--- src/rtl/max_pool.sv ---
// 2x2 stride-2 signed max-pool over a row-major pixel stream; RENKON_POOL_RELU_EN clamps negative maxima to 0.
// Output registered 1 cycle after a window's bottom-right pixel; no backpressure, consumer must take every out_en.
module max_pool #(
  parameter int DWIDTH    = 16,
  parameter int PSIZE_MAX = 16,
  parameter int PWIDTH    = 5
) (
  input  logic                     clk,
  input  logic                     xrst,
  input  logic                     pool_start,
  input  logic [PWIDTH-1:0]        pool_size,
  input  logic                     in_en,
  input  logic signed [DWIDTH-1:0] pixel_in,
  output logic                     out_en,
  output logic signed [DWIDTH-1:0] pixel_out,
  output logic                     pool_done
);

  localparam int CW = PWIDTH + 1;
  localparam int AW = (PSIZE_MAX > 1) ? $clog2(PSIZE_MAX) : 1;

  logic [PWIDTH-1:0]        size_q, size_d;
  logic [CW-1:0]            col_q, col_d, row_q, row_d;
  logic signed [DWIDTH-1:0] hold_q, hold_d;
  logic                     out_en_q, out_en_d;
  logic signed [DWIDTH-1:0] pixel_out_q, pixel_out_d;
  logic                     pool_done_q, pool_done_d;
  logic signed [DWIDTH-1:0] buf_q [PSIZE_MAX];

  logic [PWIDTH-1:0]        size_eff;
  logic [CW-1:0]            col_cur, row_cur, last_idx;
  logic [AW-1:0]            bidx;
  logic                     accept, col_last, row_last, buf_we;
  logic signed [DWIDTH-1:0] buf_rd, m_top, m_bot, pool_val;

  function automatic logic signed [DWIDTH-1:0] smax(input logic signed [DWIDTH-1:0] a,
                                                    input logic signed [DWIDTH-1:0] b);
    return (a > b) ? a : b;
  endfunction

  // A pool_start pixel is treated as (0,0) of the new map with the new size.
  assign size_eff = pool_start ? pool_size : size_q;
  assign col_cur  = pool_start ? '0 : col_q;
  assign row_cur  = pool_start ? '0 : row_q;
  assign last_idx = {size_eff, 1'b0} - CW'(1);
  assign accept   = in_en && (size_eff != '0);
  assign col_last = (col_cur == last_idx);
  assign row_last = (row_cur == last_idx);
  assign bidx     = col_cur[AW:1];
  assign buf_rd   = buf_q[bidx];
  assign m_top    = smax(hold_q, pixel_in);
  assign m_bot    = smax(buf_rd, pixel_in);

`ifdef RENKON_POOL_RELU_EN
  assign pool_val = m_top[DWIDTH-1] ? '0 : m_top;
`else
  assign pool_val = m_top;
`endif

  always_comb begin
    size_d      = size_eff;
    col_d       = col_cur;
    row_d       = row_cur;
    hold_d      = hold_q;
    out_en_d    = 1'b0;
    pool_done_d = 1'b0;
    pixel_out_d = pixel_out_q;
    buf_we      = 1'b0;
    if (accept) begin
      col_d = col_last ? '0 : col_cur + CW'(1);
      if (col_last) row_d = row_last ? '0 : row_cur + CW'(1);
      case ({row_cur[0], col_cur[0]})
        2'b00: hold_d = pixel_in;
        2'b01: buf_we = 1'b1;
        2'b10: hold_d = m_bot;
        default: begin
          out_en_d    = 1'b1;
          pixel_out_d = pool_val;
          pool_done_d = row_last && col_last;
        end
      endcase
    end
  end

  always_ff @(posedge clk) begin
    if (!xrst) begin
      size_q      <= '0;
      col_q       <= '0;
      row_q       <= '0;
      hold_q      <= '0;
      out_en_q    <= 1'b0;
      pixel_out_q <= '0;
      pool_done_q <= 1'b0;
    end else begin
      size_q      <= size_d;
      col_q       <= col_d;
      row_q       <= row_d;
      hold_q      <= hold_d;
      out_en_q    <= out_en_d;
      pixel_out_q <= pixel_out_d;
      pool_done_q <= pool_done_d;
    end
  end

  // Half-row partial maxima; contents are don't-care until rewritten by an even row.
  always_ff @(posedge clk) begin
    if (xrst && buf_we) buf_q[bidx] <= m_top;
  end

  assign out_en    = out_en_q;
  assign pixel_out = pixel_out_q;
  assign pool_done = pool_done_q;

endmodule

--- config.mk ---
export PLATFORM = sky130hd
export DESIGN_NAME = max_pool
export DESIGN_NICKNAME = d
export VERILOG_FILES = /design/src/rtl/max_pool.sv
export SDC_FILE = /design/constraint.sdc
export NUM_CORES = 1
export LEC_CHECK = 0
export CORE_ASPECT_RATIO = 1.1
export CORE_MARGIN = 2
export CORE_UTILIZATION = 61
export DETAILED_ROUTE_END_ITERATION = 12
export PLACE_DENSITY = 0.85
export SLEW_MARGIN = 30
export SYNTH_ARGS = -nofsm -noshare
export SYNTH_HDL_FRONTEND = slang
export SYNTH_SLANG_ARGS = --single-unit
--- constraint.sdc ---
create_clock -name clk -period 5.85 [get_ports clk]
set_input_delay 1.4625 -clock clk [delete_from_list [all_inputs] [get_ports clk]]
set_output_delay 1.4625 -clock clk [all_outputs]
set_load 0.05 [all_outputs]
Yosys cells after proc, flatten, opt, wreduce, memory -nomap -nowiden
Memory sizes are Yosys's and may differ from the RTL's.
Index checks and enable logic that the tools add are counted.
Widths: inputs -> output; s select.

storage, ports and cells
  memory bits (writable) = 256
  output and inout port bits = 18
  memories kept = 1
  input bits = 25
  register bits = 51

cells by class
  magnitude comparators = 2
  eq/ne operators = 4
  bitwise operators = 3
  reduce and logical (&&, ||, !) cells = 11
  multiplexer cells = 16
  add/subtract/negate cells = 3

memory list
  name   depth  bits a word  read ports  clocked after memory_dff  write ports  line  text
  buf_q  16     16           1           0                         1            28    logic signed [DWIDTH-1:0] buf_q [PSIZE_MAX];

operators by type and width
  kind                 number
  $mux 6               7
  $gt 16x16->1         2
  $mux 16              2
  $pmux 16 s2          1
  $add 6x1->6 const B  2
  $eq 6x6->1           2
  $reduce_and 2->1     3
  $sub 6x1->6 const B  1
  $mux 1               5
  $mux 5               1
  $reduce_bool 5->1    1
  $reduce_or 5->1      1
  $logic_and 1x1->1    3
  $not 1->1            3
  $reduce_or 3->1      1
  $eq 2x1->1 const B   1
  $eq 2x2->1 const B   1
  $logic_not 2->1      1
  $reduce_bool 2->1    1

Longest topological paths before layout
Gate-level depths: netlist of the first run.

  depth in word-level cells = 7
  depth in mapped cells = 18

Least setup slack after synthesis of the first run
Ideal clock, no wire load.

  kind = input port to flip-flop
  from = in pool_start
  to = mem buf_q[11][0], enable pin
  required time = 5,462 ps
  cell stages on the path = 12
  buffers on the path = 4
  slack = 656 ps
  library setup time = 388 ps
  arrival time = 4,806 ps
  cells stage by stage = buf_2 clkbuf_1 clkbuf_1 mux2i_1 ha_1 nor4b_1 a31o_2 a21boi_1 clkbuf_1 nor4b_1 nand3_1 nor2_1

between the ends
  cells in the longest elaborated chain, start to end = 7

ends and longest elaborated chain
  item                                             line    text
  start: declaration                               10      input logic pool_start,
  $mux 6 (tied with other cells)                   43      assign col_cur = pool_start ? '0 : col_q;
  $eq 2x1->1 or $reduce_bool 5->1 (tied branches)  72, 46
  $mux 1 or $logic_and 1x1->1 (tied branches)      72, 46
  $mux 1                                           69      if (accept) begin
  $logic_and 1x1->1                                107     if (xrst && buf_we) buf_q[bidx] <= m_top;
  $mux 1                                           107
  $mux 1 (not written as such)                     107
  end: declaration                                 28

Several ways; a longest one is shown, not always the timed one.

Worst setup path after layout of the first run
  from = in pool_start
  to = reg hold_q[4]

between the ends
  cells in the longest elaborated chain, start to end = 5

ends and longest elaborated chain
  item                    line  text
  $mux 6                  43
  $mem_v2 16x16           --
  $gt 16x16->1            38    return (a > b) ? a : b;
  $mux 16                 38
  $pmux 16 s2             72    case ({row_cur[0], col_cur[0]})
  end signal: assignment  98    hold_q <= hold_d;
  end: declaration        24    logic signed [DWIDTH-1:0] hold_q, hold_d;

Several ways; a longest one is shown, not always the timed one.
A chain may end at the register's enable or synchronous reset.

==> results.toml, run 1 <==
[cts]
cts_buffer_depth = 3
clock-root-buffer = "clkbuf_16"
cts_resized = 0
cts_setup_buffers = 0
clkTransAtPathRegs_ns = 0.06
numCtsBuffers = 29
clk-insertion-delay-late_ns = 0.55
cts_hold_buf = 0
htreeDepth = 1
tritoncts = "done"
cts_num_sinks = 307

[logic_synthesis]
ys_dominant_reg_cell = "edfxtp_1"
synth_warnings = 0
syn_nets = 1033
synth_top_area_share_pct = 57.8
synth_area_um2 = 13300
synth_edf_count = 256
ys_ff_latch = 307
ys_async_sr_fraction_pct = 0
yosysTopAreaCell = "edfxtp_1"
synth_area_per_cell_um2 = 13.7
yosysUniqueCellTypes = 67
yosys-top-cells-area = "edfxtp_1 (58%), dfxtp_1 (7.7%), mux2i_1 (4.7%)"
seq_area_frac_synth_pct = 65.5
syn_inst = 973

[placed_design]
dp.cells = 1305
gp_congestion = 0.951
io_buffers = 42
dpl.hpwl_mm = 21.2
dp_slack_ns = 0.459

[route]
drc = 0
drt_iter0_markers = 1108
drt-vias-per-instance = 6.58
drtPass1Iterations = 5
vias = 8940
ant_nets = 0
wl_per_cell_um = 24.2
wl_mm = 32.9

[finish]
syn_to_final_growth_pct = 14.9
final_cells = 1359
mostFrequentLayoutCell = "edfxtp_1"
final-seq-area_um2 = 8710
fillers = 1320
final_util_pct = 71.6
multi_input_area_um2 = 4230
drive_gt1_share_pct = 13.0
layout.nets = 1106
n_antenna_cell = 0
mostFrequentLayoutCells = "edfxtp_1 (256), nor2_1 (84), mux2i_1 (63)"

[sta]
fin_skew_ns = 0.0163
slew_headroom_pct = 39.1
finalHoldViolations = 0
fin_crit_sh_pct = 84.1
timing.final.ws_setup_ns = 0.927
min_period_ns = 4.92
setup_viol = 0
fin_tns_setup_ns = 0
worst_slew_pin_slew_ns = 0.913
max_freq_mhz = 203
finalMaxSlewViolations = 0
rsz0062_at_grt = "no"

[power]
p_total_mw = 4.83
peakVddDrop_v = 0.000242
p_per_area_nw_per_um2 = 316
p_leak_nw = 5.28

[floorplan]
coreArea_um2 = 21400
start_util_pct = 62.3
dieArea_um2 = 23000
die_w_um = 145
die_h_um = 159
boundaryPins = 43
rows = 56

[global_routing]
grt_pass1_vias = 8943
grt.met3_usage_pct = 5.94
grt_max_degree = 61
grt_use_met1_pct = 39.2
antenna_found_initial = 0
grt_pass1_wl_mm = 50.2
busiest_layer = "met2"
grt_use_met2_pct = 44.9
gr-total-overflow = 0
grt.total_usage_pct = 28.8

[setup_path]
crit_path_end = "hold_q[4]"
crit_slowest_cell = "nor2_1"
path_class = "primary input to register"
start_kind = "primary input"
worstPathCellList = "buf_2, nand2b_1, nor2_1, nand2_1, o221ai_1, a211oi_1, ha_1, nand4_1, or4_1, a21o_1, nand4_1, or3b_1, buf_4, mux2i_1, o21ai_1"
crit_required_ns = 6.26
reg2reg_slack_ns = 1.12
crit_path_frequent_cell = "nand4_1"
crit_cells = 15
critPathMaxFanout = 10
critPathTopFamily = "simple AND/OR/NAND/NOR gates"
cp-startpoint = "pool_start"
max_stage_delay_ns = 0.61
critical_path_buf_inv_count = 2
end_kind = "register"
arrival_ns = 5.33
r2r_cells = 14
timing.rr.end = "hold_q[4]"
r2r-start = "col_q[1]"

[status]
status = "completed"

[min_path]
hold_class = "register to register"

[job]
maxCapViolations = 0
[layer usage]
metal	part of all wire [%]	up-vias	routed length (um)
li1	-	3901	-
met1	38	4307	12500
met2	47	603	15400
met3	11	129	3520
met4	4.4	0	1460
met5	0	-	0
[synth_stat cells (4+ instances only)]
master      n
a211oi_1   12
a21oi_1    55
a221oi_1    5
a22o_1     16
a31oi_1     7
a32oi_1     5
buf_1       9
buf_2      10
clkbuf_1   30
dfxtp_1    51
edfxtp_1  256
ha_1       35
inv_1      26
mux2_1      5
mux2_2     17
mux2i_1    63
mux4_2      7
nand2_1    34
nand2b_1   28
nand3_1     6
nand4_1    11
nor2_1     84
nor2b_1    11
nor3_1     12
o211ai_1   14
o21ai_0    27
o21ai_1    10
o221ai_1    9
o22a_1      8
o22ai_1    42
or3_1       4
xnor2_1    12
xor2_1      4
[registers in the layout, indices dropped and copies added (netlist names)]
| register | cells |
|---|---|
| buf_q | 256 |
| col_q | 6 |
| hold_q | 16 |
| out_en | 1 |
| pixel_out | 16 |
| pool_done | 1 |
| row_q | 6 |
| size_q | 5 |
[kinds of logic (layout without fill, tap and decap cells)]
kind of cell,Yosys count,count (layout),synth area share [%]
XOR/XNOR,18,18,1.39
multiplexers,92,92,7.79
buffers and inverters,80,176,2.77
AO/OA/AOI/OAI,231,231,11.6
flip-flops,307,307,65.5
adder cells (fa/ha/maj),35,35,3.29
AND/OR/NAND/NOR,210,210,7.71
[worst min-delay path, cell delays in order (launching register included)]
cell and delay [ns]:
dfxtp_1 0.32, nand2_1 0.05, o21ai_1 0.05
[worst min-delay path by stage]
stage / start / to / slack [ns] / cells after the start
after global routing: hold_q[3] / hold_q[3] / 0.49 / 2
after global placement: hold_q[14] / hold_q[14] / 0.45 / 2
after floorplan: hold_q[11] / hold_q[11] / 0.44 / 2
after CTS: hold_q[3] / hold_q[3] / 0.47 / 2
after detailed placement: hold_q[3] / hold_q[3] / 0.46 / 2
final: hold_q[3] / hold_q[3] / 0.47 / 2
[per-stage QoR]
step	instance area, um2	hold slack [ns]
2_1_floorplan	13300	0.442
3_3_place_gp	14200	0.453
3_5_place_dp	14200	0.463
4_1_cts	15300	0.472
5_1_grt	15300	0.486
6_report	15300	0.467
[power breakdown]
group	internal (mW)	switching [mW]	leakage, nW
Clock	1.27	0.791	0.522
Sequential	2.44	0.0152	2.74
Combinational	0.101	0.211	2.02
[layout make-up]
| class | count | area share, % |
|---|---|---|
| clock buffers | 32 | 4.88 |
| repair buffers | 95 | 5.40 |
| multi-input cells | 586 | 27.7 |
| inverters | 27 | 0.663 |
| clock inverters | 22 | 2.02 |
| flip-flops and latches | 307 | 57.0 |
| well taps | 290 | 2.37 |
(Power assumes the default switching activity.)
==> run 2, diff against run 1 <==
Settings changed: CORE_UTILIZATION 61 to 55, PLACE_DENSITY 0.85 to 0.81.
Clock period 5.85 ns to 4 ns, I/O delays scaled along.
==> run 2 against run 1 <==
- global-route usage down 2.2 points
- combinational power grew 74%
- power rose by 45%
- register-to-register slack got worse by 0.99 ns
- routed wire length rose by 4.6%
- sequential power up 46%
- final cell count is 7.3% higher
- cell area increased by 8.0%
- clock power grew 41%
- die area increased by 11%
- worst setup slack lost 0.85 ns
- critical path type unchanged
- largest power group unchanged
==> results.toml, run 2 (same netlist as run 1, synthesis figures left out) <==
[power]
p_leak_nw = 5.76
combPwrFrac_pct = 7.7
p_int_mw = 5.48
seqPwrFrac_pct = 51.0
swShare_pct = 22.0
clkPwrFrac_pct = 41.3
peakVddDrop_v = 0.000413
switchingPower_mw = 1.54
p_total_mw = 7.02
p_per_area_nw_per_um2 = 425

[sta]
min_period_ns = 3.92
finalHoldViolations = 0
slew_headroom_pct = 58.8
fin_crit_sh_pct = 98.0
worst_slew_pin_slew_ns = 0.618
max_freq_mhz = 255
setup_viol = 0
fin_skew_ns = 0.0193
finalMaxSlewViolations = 0

[global_routing]
grt_pass1_vias = 9043
grt_pass1_wl_mm = 52.8
gr-total-overflow = 0
grt.total_usage_pct = 26.6
grt_max_degree = 46
antenna_found_initial = 0

[cts]
clock-root-buffer = "clkbuf_16"
tritoncts = "done"
clkTransAtPathRegs_ns = 0.06
clk-insertion-delay-late_ns = 0.56
cts_buffer_depth = 3
numCtsBuffers = 30
htreeDepth = 1
cts_num_sinks = 307
cts_hold_buf = 0

[route]
wl_per_cell_um = 23.6
wl_mm = 34.4
drtPass1Iterations = 5
drt_iter0_markers = 1033
drt-vias-per-instance = 6.24
vias = 9097
drc = 0
ant_nets = 0

[min_path]
hold_class = "register to register"
hold_path_startpoint = "hold_q[1]"

[setup_path]
reg2reg_slack_ns = 0.13
start_kind = "primary input"
critPathMaxFanout = 17
cp-startpoint = "pool_start"
crit_slowest_cell = "or3b_1"
crit_required_ns = 4.45
critPathTopFamily = "compound AO/OA/AOI/OAI gates"
timing.rr.end = "hold_q[0]"
r2r-start = "col_q[2]"
worstPathCellList = "buf_2, nand3b_1, buf_4, nor3_1, a31oi_1, o221ai_2, a221oi_2, ha_1, a41oi_2, o21ai_2, a2111oi_4, a21oi_1, or3b_1, buf_12, a221o_1"
end_kind = "register"
crit_cells = 15
arrival_ns = 4.37
max_stage_delay_ns = 0.42
crit_path_end = "hold_q[0]"
critical_path_buf_inv_count = 3
path_class = "primary input to register"
r2r_cells = 14

[finish]
top_register = "buf_q"
drive_gt1_share_pct = 23.0
largest_register_ffs = 256
mostFrequentLayoutCells = "edfxtp_1 (256), buf_4 (110), nor2_1 (65)"
layout.nets = 1189
syn_to_final_growth_pct = 24.1
mostFrequentLayoutCell = "edfxtp_1"
n_antenna_cell = 0
final_util_pct = 69.7

[floorplan]
dieArea_um2 = 25500
die_h_um = 167
coreArea_um2 = 23700
boundaryPins = 43
start_util_pct = 56.1
die_w_um = 152
rows = 59

[job]
maxCapViolations = 0

[placed_design]
io_buffers = 42
gp_congestion = 0.883
dpl.hpwl_mm = 22.6

[status]
status = "completed"
## run 2: area by class of cell
class | instances | area, um2
inverters | 27 | 101
fillers | 1526 | 7180
well taps | 305 | 382
clock inverters | 19 | 218
repair buffers | 177 | 1750
flip-flops and latches | 307 | 8710
clock buffers | 37 | 808
multi-input cells | 586 | 4540
## run 2: worst min-delay path: cells and delay by family (launching register included)
| kind | cells | cell delay (ns) |
|---|---|---|
| compound gates | 1 | 0.05 |
| flops | 1 | 0.32 |
| simple gates | 1 | 0.05 |
## run 2: what timing repair did
item                                    CTS  global route
gates resized for setup                   0            17
endpoints found under the hold margin     0             0
endpoints found under the setup margin    0            16
setup buffers                             0             2
## run 2: power by group through the flow
stage | combinational [mW] | sequential, mW | clock [mW]
2_1_floorplan | 0.283 | 3.64 | 0
3_3_place_gp | 0.507 | 3.65 | 0
3_5_place_dp | 0.524 | 3.65 | 0
4_1_cts | 0.529 | 3.58 | 2.91
5_1_grt | 0.586 | 3.58 | 3.05
6_report | 0.544 | 3.58 | 2.90
## run 2: worst min-delay path by stage
stage	to	slack, ns	depth (start not counted)
2_1_floorplan	hold_q[11]	0.44	2
3_3_place_gp	hold_q[3]	0.45	2
3_5_place_dp	hold_q[1]	0.46	2
4_1_cts	hold_q[1]	0.47	2
5_1_grt	hold_q[1]	0.48	2
6_report	hold_q[1]	0.46	2
## run 2: metrics by stage
step / setup slack (ns) / hold WS (ns) / instance area, um2 / setup TNS, ns / cells
2_1_floorplan: -0.0807 / 0.442 / 13600 / -0.117 / 973
3_3_place_gp: -0.415 / 0.452 / 15300 / -22.08 / 1399
3_5_place_dp: -0.503 / 0.459 / 15300 / -25.66 / 1399
4_1_cts: 0.0398 / 0.469 / 16400 / 0 / 1455
5_1_grt: -0.0281 / 0.478 / 16500 / -0.114 / 1458
6_report: 0.0816 / 0.465 / 16500 / 0 / 1458
## run 2: per-layer routing
layer / GRT usage, % / routed length, um / part of all wire, %
met5: 0 / 0 / 0
met4: 9.14 / 881 / 2.6
met3: 4.19 / 2980 / 8.6
met2: 43.3 / 16600 / 48
met1: 36.9 / 13900 / 40
==> run 3, diff against run 2 <==
Settings changed: GPL_TIMING_DRIVEN from default to 0, RECOVER_POWER from default to 25.
==> run 3 against run 2 <==
- the flow now finishes with violations (negative setup slack)
- global-route usage increased by 2.5 points
- first-iteration DRC count rose by 30%
- via count grew 7.5%
==> results.toml, run 3 (same netlist as run 1, synthesis figures left out) <==
[setup_path]
r2r-start = "col_q[1]"
timing.rr.end = "hold_q[0]"
max_stage_delay_ns = 0.62
crit_path_frequent_cell = "nand4_1"
r2r_cells = 14
critPathMaxFanout = 8
crit_slowest_cell = "nor2b_1"
critical_path_buf_inv_count = 3
start_kind = "register"
arrival_ns = 4.54
path_class = "register to register"
worstPathCellList = "buf_8, nor2b_1, nand2_4, o221ai_2, a211oi_2, ha_1, nand4_1, or4_4, a21o_1, nand4_1, or3b_1, buf_6, buf_12, a221o_1"
reg2reg_slack_ns = -0.11
critPathTopFamily = "simple AND/OR/NAND/NOR gates"
crit_required_ns = 4.43
end_kind = "register"

[placed_design]
io_buffers = 42
dpl.hpwl_mm = 23.0
placed_area_um2 = 14400
dp_slack_ns = -1.62
gp_congestion = 0.943

[sta]
rsz0062_at_grt = "yes"
finalHoldViolations = 0
finalMaxSlewViolations = 0
setup_viol = 14
worst_slew_pin_slew_ns = 0.755
min_period_ns = 4.11
fin_crit_sh_pct = 103
fin_skew_ns = 0.0452
slew_headroom_pct = 49.6
timing.final.ws_setup_ns = -0.107
max_freq_mhz = 244

[cts]
clock-root-buffer = "clkbuf_16"
clk-insertion-delay-late_ns = 0.59
numCtsBuffers = 29
htreeDepth = 1
cts_buffer_depth = 3
clkTransAtPathRegs_ns = 0.07
cts_num_sinks = 307
cts_hold_buf = 0
tritoncts = "done"

[finish]
stdcell_area_um2 = 16800
final-seq-area_um2 = 8710
fillers = 1356
n_antenna_cell = 0
syn_to_final_growth_pct = 26.5
mostFrequentLayoutCells = "edfxtp_1 (256), nor2_1 (59), mux2i_1 (59)"
final_util_pct = 71.0
layout.nets = 1171
largest_register_ffs = 256
top_register = "buf_q"
drive_gt1_share_pct = 27.3
multi_input_area_um2 = 5010
mostFrequentLayoutCell = "edfxtp_1"

[floorplan]
dieArea_um2 = 25500
coreArea_um2 = 23700
rows = 59
boundaryPins = 43
die_h_um = 167
die_w_um = 152
start_util_pct = 56.1

[min_path]
hold_class = "register to register"
hold_path_end = "pixel_out[0]"
hold_path_startpoint = "pixel_out[0]"
holdPathStages = 1

[power]
peakVddDrop_v = 0.000376
p_per_area_nw_per_um2 = 406
p_leak_nw = 5.83

[route]
drtPass1Iterations = 5
drt_iter0_markers = 1344
wl_per_cell_um = 28.6
drt-vias-per-instance = 6.79
vias = 9778
drc = 0
wl_mm = 41.1
ant_nets = 0

[global_routing]
grt.total_usage_pct = 29.1
grt_max_degree = 18
gr-total-overflow = 0
grt_pass1_wl_mm = 56.1
antenna_found_initial = 0
grt_pass1_vias = 9283

[status]
violations = "negative setup slack"
status = "finished with violations"

[job]
maxCapViolations = 0
==> run 3: cell types whose count changed in the layout (fill, tap and decap cells not counted), moves of 11 or more <==
cell	delta
buf_4	-60
clkdlybuf4s50_1	-19
dlygate4sd3_1	+19
o22ai_1	-15
a21oi_1	-13
a21oi_2	+13
o22ai_2	+12
clkbuf_4	+11
==> run 3: report_power, final <==
| group | leakage, nW | switching, mW | total [mW] | internal (mW) |
|---|---|---|---|---|
| Combinational | 2.64 | 0.354 | 0.548 | 0.194 |
| Sequential | 2.74 | 0.0170 | 3.58 | 3.56 |
| Clock | 0.445 | 1.22 | 2.71 | 1.48 |
==> run 3: final cells by class <==
| type | instances | share of cell area, % |
|---|---|---|
| tap | 305 | 2.27 |
| inverter | 27 | 0.602 |
| clock inverter | 12 | 0.595 |
| sequential | 307 | 51.8 |
| buffer | 49 | 2.91 |
| timing repair buffer | 111 | 7.24 |
| clock buffer | 42 | 4.84 |
| multi-input combinational | 586 | 29.8 |
==> run 3: what timing repair did <==
item                                    in CTS  in global routing
pin swaps                                   34                 27
buffers inserted                            50                 20
gates cloned                                 0                  1
endpoints found under the setup margin     397                448
resized for setup                           99                 97
==> run 3: worst max path at each step <==
stage / start / endpoint / slack [ns] / cells after the start
CTS: pool_start / hold_q[0] / 0.004 / 18
detailed placement: pool_start / buf_q[15][3] / -1.62 / 13
global placement: pool_start / buf_q[11][12] / -1.56 / 13
finish: col_q[1] / hold_q[0] / -0.11 / 14
global route: col_q[2] / hold_q[0] / -0.14 / 15
floorplan: pool_start / hold_q[0] / -0.08 / 15
==> run 3: stage by stage <==
| step | total power [mW] | std cells | hold WS, ns | TNS, ns |
|---|---|---|---|---|
| after detailed placement | 4.10 | 1320 | 0.463 | -568.56 |
| after CTS | 6.71 | 1420 | 0.470 | 0 |
| after global placement | 4.09 | 1320 | 0.454 | -558.83 |
| after global routing | 6.95 | 1439 | 0.498 | -4.11 |
| after floorplan | 3.92 | 973 | 0.442 | -0.117 |
| final | 6.83 | 1439 | 0.475 | -0.532 |
==> run 3: routing by layer <==
| layer | part of all wire [%] | up-vias | track usage (%) | wire length [um] |
|---|---|---|---|---|
| met5 | 0 | - | 0 | 0 |
| met4 | 6.6 | 0 | 15.1 | 2720 |
| met3 | 13 | 187 | 6.65 | 5190 |
| met2 | 46 | 827 | 46.2 | 18900 |
| met1 | 35 | 4725 | 37.9 | 14200 |
| li1 | - | 4039 | - | - |
